==> src/rtl/mux_arb_nx1_pkg.sv <==
// mux_arb_nx1_pkg: shared mode encodings and index-width helper for mux_arb_nx1.
package mux_arb_nx1_pkg;
    localparam int MODE_SEL = 0;
    localparam int MODE_RR  = 1;

    // Index width is max(1, clog2(n)) so a single channel still gets a 1-bit index.
    function automatic int idx_width(input int n);
        return (n <= 2) ? 1 : $clog2(n);
    endfunction
endpackage

==> src/rtl/mux_arb_nx1_rr_arbiter.sv <==
// rr_arbiter: round-robin grant, first requester at or after ptr_i scanning upward modulo N.
//   req_i      request vector
//   ptr_i      scan start channel (expected < N)
//   gnt_o      one-hot grant (zero when nothing requests)
//   gnt_idx_o  index of the granted channel
//   any_gnt_o  a grant was issued
module rr_arbiter
    import mux_arb_nx1_pkg::*;
#(
    parameter int N  = 4,
    parameter int IW = 2
) (
    input  logic [N-1:0]  req_i,
    input  logic [IW-1:0] ptr_i,
    output logic [N-1:0]  gnt_o,
    output logic [IW-1:0] gnt_idx_o,
    output logic          any_gnt_o
);
    always_comb begin
        int c;
        c         = 0;
        gnt_o     = '0;
        gnt_idx_o = '0;
        any_gnt_o = 1'b0;
        for (int i = 0; i < N; i++) begin
            c = int'(ptr_i) + i;
            if (c >= N) c = c - N;
            if (!any_gnt_o && req_i[c]) begin
                gnt_o[c]  = 1'b1;
                gnt_idx_o = IW'(c);
                any_gnt_o = 1'b1;
            end
        end
    end
endmodule

==> src/rtl/mux_arb_nx1.sv <==
// mux_arb_nx1: N-to-1 valid/ready mux with a registered output stage, select-driven or round-robin.
//   Clock, Reset      clock and synchronous active-low reset
//   hyrja             packed channel data, channel k at [k*WIDTH +: WIDTH]
//   hyrja_valid/ready per-channel handshake; ready is one-hot or zero
//   Sel               channel select (MODE_SEL only)
//   Dalja, dalja_idx  registered output word and the channel it came from
//   dalja_valid/ready output handshake
module mux_arb_nx1
    import mux_arb_nx1_pkg::*;
#(
    parameter  int WIDTH = 16,
    parameter  int N     = 4,
    parameter  int MODE  = MODE_SEL,
    localparam int IW    = idx_width(N)
) (
    input  logic                 Clock,
    input  logic                 Reset,
    input  logic [N*WIDTH-1:0]   hyrja,
    input  logic [N-1:0]         hyrja_valid,
    output logic [N-1:0]         hyrja_ready,
    input  logic [IW-1:0]        Sel,
    output logic [WIDTH-1:0]     Dalja,
    output logic                 dalja_valid,
    input  logic                 dalja_ready,
    output logic [IW-1:0]        dalja_idx
);
    logic             load_en, in_xfer, any_gnt, valid_q, valid_d;
    logic [N-1:0]     gnt;
    logic [IW-1:0]    gnt_idx, idx_q;
    logic [WIDTH-1:0] dalja_d, dalja_q;
    logic [15:0]      xfer_cnt_q;
    logic             unused_cnt;

    assign load_en = !valid_q || dalja_ready;

    if (MODE == MODE_RR) begin : g_rr
        logic [IW-1:0] rr_ptr_q, rr_ptr_d;
        logic          unused_sel;
        assign unused_sel = ^Sel;
        rr_arbiter #(.N(N), .IW(IW)) u_arb (
            .req_i    (hyrja_valid),
            .ptr_i    (rr_ptr_q),
            .gnt_o    (gnt),
            .gnt_idx_o(gnt_idx),
            .any_gnt_o(any_gnt)
        );
        assign rr_ptr_d = !in_xfer ? rr_ptr_q : (int'(gnt_idx) == N - 1) ? '0 : gnt_idx + IW'(1);
        always_ff @(posedge Clock) rr_ptr_q <= !Reset ? '0 : rr_ptr_d;
    end else begin : g_sel
        // Select mode offers ready on the chosen channel even if it is not valid.
        assign gnt     = (int'(Sel) < N) ? N'(1) << Sel : '0;
        assign gnt_idx = Sel;
        assign any_gnt = |(gnt & hyrja_valid);
    end

    // Reset gates ready so no channel sees a handshake while the stage is being cleared.
    assign hyrja_ready = gnt & {N{load_en && Reset}};
    assign in_xfer     = any_gnt && load_en && Reset;
    assign valid_d     = in_xfer || (valid_q && !dalja_ready);

    always_comb begin
        dalja_d = '0;
        for (int k = 0; k < N; k++) dalja_d = dalja_d | (hyrja[k*WIDTH +: WIDTH] & {WIDTH{gnt[k]}});
    end

    always_ff @(posedge Clock) begin
        if (!Reset) begin
            valid_q    <= 1'b0;
            dalja_q    <= '0;
            idx_q      <= '0;
            xfer_cnt_q <= '0;
        end else begin
            valid_q <= valid_d;
            if (in_xfer) begin
                dalja_q <= dalja_d;
                idx_q   <= gnt_idx;
            end
            if (valid_q && dalja_ready) xfer_cnt_q <= xfer_cnt_q + 16'd1;
        end
    end

    // Transfer count is kept for debug probing only.
    assign unused_cnt  = ^xfer_cnt_q;
    assign Dalja       = dalja_q;
    assign dalja_valid = valid_q;
    assign dalja_idx   = (N == 1) ? '0 : idx_q;
endmodule

==> config.mk <==
export PLATFORM = sky130hd
export DESIGN_NAME = mux_arb_nx1
export DESIGN_NICKNAME = d
export VERILOG_FILES = /design/src/rtl/mux_arb_nx1_pkg.sv /design/src/rtl/mux_arb_nx1_rr_arbiter.sv /design/src/rtl/mux_arb_nx1.sv
export SDC_FILE = /design/constraint.sdc
export NUM_CORES = 1
export LEC_CHECK = 0
export CAP_MARGIN = 0
export CORE_MARGIN = 3
export CORE_UTILIZATION = 30
export CTS_CLUSTER_DIAMETER = 30
export DETAILED_ROUTE_END_ITERATION = 12
export PLACE_DENSITY = 0.88
export SLEW_MARGIN = 25
export SYNTH_ARGS = -nofsm -noshare
export SYNTH_HDL_FRONTEND = slang
export SYNTH_SLANG_ARGS = --single-unit
==> constraint.sdc <==
create_clock -name Clock -period 1.6 [get_ports Clock]
set_clock_uncertainty 0.1 [all_clocks]
set_input_delay 0.4 -clock Clock [delete_from_list [all_inputs] [get_ports Clock]]
set_output_delay 0.4 -clock Clock [all_outputs]
set_load 0.005 [all_outputs]
# Word-level counts from Yosys, hierarchy flattened
# Index checks and enable logic that the tools add are counted.
dict set report totals {
  ff_bits 19
  input_bits 73
  elab_cells 22
}
dict set report classes {
  shift 1
  bitwise_logic 9
  reduce_logical 9
}
# cell n
set op_table {}
lappend op_table {{bitwise AND 16 bit} 4}
lappend op_table {{OR 16 bit} 3}
lappend op_table {{bitwise AND 4 bit} 2}
lappend op_table {{logical AND 1 bit} 4}
lappend op_table {{OR reduction 4 bit} 1}
lappend op_table {{<< shifter 1 x 2 -> 4 bit (first input constant)} 1}
lappend op_table {{logical NOT 1 bit} 2}
lappend op_table {{logical OR 1 bit} 2}

# Logic depth before layout (Yosys ltp)
dict set report depth {
  depth_word 6
  mapped_depth 6
  mapped_depth_nobuf 4
}

# Worst setup path before layout
# Ideal clock, no wire load.
dict set report synth_timing {
  kind {input to register}
  startpoint {input Sel[0]}
  endpoint {register dalja_q[10] (netlist: Dalja[10])}
  arrival_time_ns 1.331
  required_time_ns 1.382
  slack_ns 0.051
  path_stages 6
  path_buffers 2
  path_cell_list {mux2_4 -> and3_1 -> buf_4 -> buf_2 -> o21ai_1 -> a21boi_1}
}
dict set report synth_via {
  elab_chain_len 5
  elab_cells_between_ends 12
}
# element line_no
set synth_lines {}
lappend synth_lines {{from (decl)} mux_arb_nx1.sv:21} ;# input logic [IW-1:0] Sel,
lappend synth_lines {{<< shifter 1 x 2 -> 4 bit (*)} mux_arb_nx1.sv:51} ;# assign gnt = (int'(Sel) < N) ? N'(1) << Sel : '0;
lappend synth_lines {{bitwise AND 16 bit / bitwise AND 4 bit (equally long branches)} {mux_arb_nx1.sv:63, mux_arb_nx1.sv:53}}
lappend synth_lines {{OR 16 bit / OR reduction 4 bit (equally long branches)} {mux_arb_nx1.sv:63, mux_arb_nx1.sv:53}}
lappend synth_lines {{OR 16 bit / logical AND 1 bit (equally long branches) (2 in a row)} {mux_arb_nx1.sv:63, mux_arb_nx1.sv:58}}
lappend synth_lines {{to (signal assigned)} mux_arb_nx1.sv:75} ;# dalja_q <= dalja_d;
lappend synth_lines {{to (decl)} mux_arb_nx1.sv:30} ;# logic [WIDTH-1:0] dalja_d, dalja_q;
# Every way passes the cells marked *; elsewhere a longest branch is shown, timed or not.
# A chain may end at the register's enable or synchronous reset.

# Worst setup path in the final report
dict set report layout_timing {
  startpoint {input hyrja_valid[2]}
  endpoint {register dalja_q[2] (netlist: Dalja[2])}
}
dict set report layout_via {
  elab_chain_len 4
}
# element line_no
set layout_lines {}
lappend layout_lines {{from (decl)} mux_arb_nx1.sv:19} ;# input logic [N-1:0] hyrja_valid,
lappend layout_lines {{bitwise AND 4 bit} mux_arb_nx1.sv:53} ;# assign any_gnt = |(gnt & hyrja_valid);
lappend layout_lines {{OR reduction 4 bit} mux_arb_nx1.sv:53}
lappend layout_lines {{logical AND 1 bit (2 in a row)} mux_arb_nx1.sv:58} ;# assign in_xfer = any_gnt && load_en && Reset;
# Every way passes these cells.

==> run metrics <==
Ys Warns=0; RSZ-0062 raised after global routing=true; number of H-tree levels=1; Setup WS post-layout=-0.00963 ns; fin crit period=1.61 ns; std cell rows=22; Post-Syn Area per Cell=10.4 sq um; outcome=complete, but fails checks; Post-DRT Antenna Nets=0; antenna violations before repair=0; Max Transition Viols Final=0; sequential area share after synthesis=30.9%; number of hold buffers added after cts=0; CP Capture Type=flip-flop; CTS tree=built; Arr. time, crit path=1.65 ns; Mapped Area=1230 sq um; normalized max-slew margin=81.3%; Sink Count=19; first-pass GRT wire length=7.35 mm; grt total ovfl=0; Cell Pwr Density=580 nW/um^2; Final Cycle Share=101%; f_max=0.621 GHz; die area=4910 sq um; Pwr Total=1.42 mW; Leak=1.06 nW; drt pass-1 iters=4; largest net degree at the start of global routing=18; Max Cap Viol=0; Die Height=70.1 microns; overall routing resource usage=18.7%; die width=70.1 microns; Peak VDD IR=280 uV; number of buffers created by CTS=3; Clock Latency Late Sink=0.25 ns; Setup violations, final=1; worst-case clock buffer depth=2; Nets=297; clock root buffer=clkbuf_8; Required @ worst endpoint=1.64 ns; Worst-path clk slew=0.08 ns; DR iter-0 viols=106; distinct cell type count after synthesis=23; number of global-route vias before repair=1505; Vias/cell=5.13; ant diodes=0; Slew @ Worst Pin=0.280 ns; Port-buffer cells=95; Post-DP HPWL=3.65 mm; DRC viols=0; Final Hold Fails=0; filler instances=321; Core Region=3800 sq um; WS Path Type=input port to flip-flop; GPL Wtd Cong=0.758; synthesis-stage register bit count=19; post-synthesis net count=192; # placed instances=264; failing checks=negative setup slack; cells after synthesis=119; I/O Pins=96; P&R area growth vs syn=99.0%; share of layout cells above drive strength 1=27.8%; Fin Setup TNS=-0.00963 ns; Critical Path Fanout Max=10; via count=1391; DR WL/cell=16.7 microns; Startpoint Class=input port; min-delay worst type=flip-flop to flip-flop; Initial Util=32.4%; final WL=4.51 mm; Post-Layout Cell Count=271
==> synth_stat cells <==
cell / number / area share, %
dfxtp_1: 19 / 31
nand3_1: 19 / 7.7
mux4_2: 16 / 29
a21boi_1: 10 / 6.1
o21ai_1: 10 / 4.1
a21boi_0: 8 / 4.9
o21ai_0: 8 / 3.2
buf_2: 6 / 2.4
clkbuf_1: 3 / 0.91
buf_4: 2 / 1.2
inv_1: 2 / 0.61
nand2_1: 2 / 0.61
nor2_1: 2 / 0.61
nor2b_1: 2 / 1.0
nor3_1: 2 / 0.81
a21oi_1: 1 / 0.41
and3_1: 1 / 0.51
buf_6: 1 / 0.91
mux2_4: 1 / 1.2
mux2i_1: 1 / 0.81
nand2b_1: 1 / 0.51
nor3_2: 1 / 0.81
or3_1: 1 / 0.51
==> registers in the layout, summed over array words and instances (netlist names) <==
name,cells
Dalja,16
dalja_idx,2
dalja_valid,1
==> routing by layer <==
layer,up-vias,wire [microns],GRT usage [%]
li1,664,-,-
met1,677,1680,20.7
met2,48,2600,37.5
met3,2,207,2.88
met4,0,27,3.19
met5,-,0,0
==> kinds of logic (layout without fill, tap and decap cells) <==
logic type / after synthesis / after routing / synth area share [%]
AO/OA/AOI/OAI: 37 / 37 / 18.7
buffers and inverters: 14 / 118 / 6.09
flip-flops: 19 / 19 / 30.9
multiplexers: 18 / 18 / 31.3
AND/OR/NAND/NOR: 31 / 31 / 13.1
==> final cells by class <==
cell class	count	area [sq um]	share of cell area, %
clock buffers	3	41.3	1.68
clock inverters	1	5.00	0.204
inverters	2	7.51	0.306
multi-input cells	86	852	34.7
flip-flops and latches	19	387	15.8
well taps	48	60.1	2.45
repair buffers	112	1100	44.8
==> where the power goes <==
part / switching (mW) / internal [mW]
clock network: 0.161 / 0.173
logic: 0.187 / 0.363
registers: 0.0214 / 0.515
total: 0.370 / 1.05
==> cells in the final DEF, fill, tap and decap left out <==
cell and n:
clkbuf_8 3, nand3_1 19, buf_4 11, and3_4 1, dlymetal6s2s_1 7, o21ai_2 4, mux2_4 1, dfxtp_2 5
a21oi_1 1, buf_12 3, a21boi_0 5, buf_2 6, a21boi_1 13, nor2b_1 2, dlygate4sd2_1 13, nor3_4 2
mux4_2 16, nand2_4 1, buf_6 3, inv_1 2, clkdlybuf4s15_2 1, clkdlybuf4s15_1 1, nor3_2 1, nor2_1 2
or3_4 1, clkdlybuf4s50_1 67, mux2i_4 1, o21ai_1 8, dfxtp_1 14, clkinv_2 1, nand2b_4 1, o21ai_0 6
nand2_1 1
==> what timing repair did <==
item | in CTS | in global routing
gates resized for setup | 56 | 22
pin swaps | 5 | 1
endpoints found under the hold margin | 0 | 0
setup endpoints to repair | 36 | 25
buffers inserted | 3 | 0
==> final timing paths <==
check                  from       end  slack (ns)  cells past startpoint
max          hyrja_valid[2]  Dalja[2]       -0.01                      6
min                Dalja[5]  Dalja[5]        0.36                      2
max reg2reg     dalja_valid  Dalja[9]        0.15                      5
min reg2reg        Dalja[5]  Dalja[5]        0.36                      2
==> worst max-delay path, stage by stage <==
cell             delay [ns]
clkdlybuf4s50_1        0.39
mux2_4                 0.29
and3_4                 0.20
buf_12                 0.13
o21ai_0                0.14
a21boi_0               0.10
==> through the flow <==
stage | setup slack, ns | hold slack, ns | util [%] | cell area (sq um)
6_report | -0.00963 | 0.358 | 64.6 | 2450
5_1_grt | -0.0440 | 0.376 | 64.6 | 2450
4_1_cts | 0.00416 | 0.364 | 63.5 | 2410
3_5_place_dp | -0.931 | 0.353 | 61.0 | 2320
3_3_place_gp | -0.803 | 0.352 | 61.0 | 2320
2_1_floorplan | 0.0507 | 0.359 | - | 1230
No activity file was read; power rests on OpenSTA's default activity.
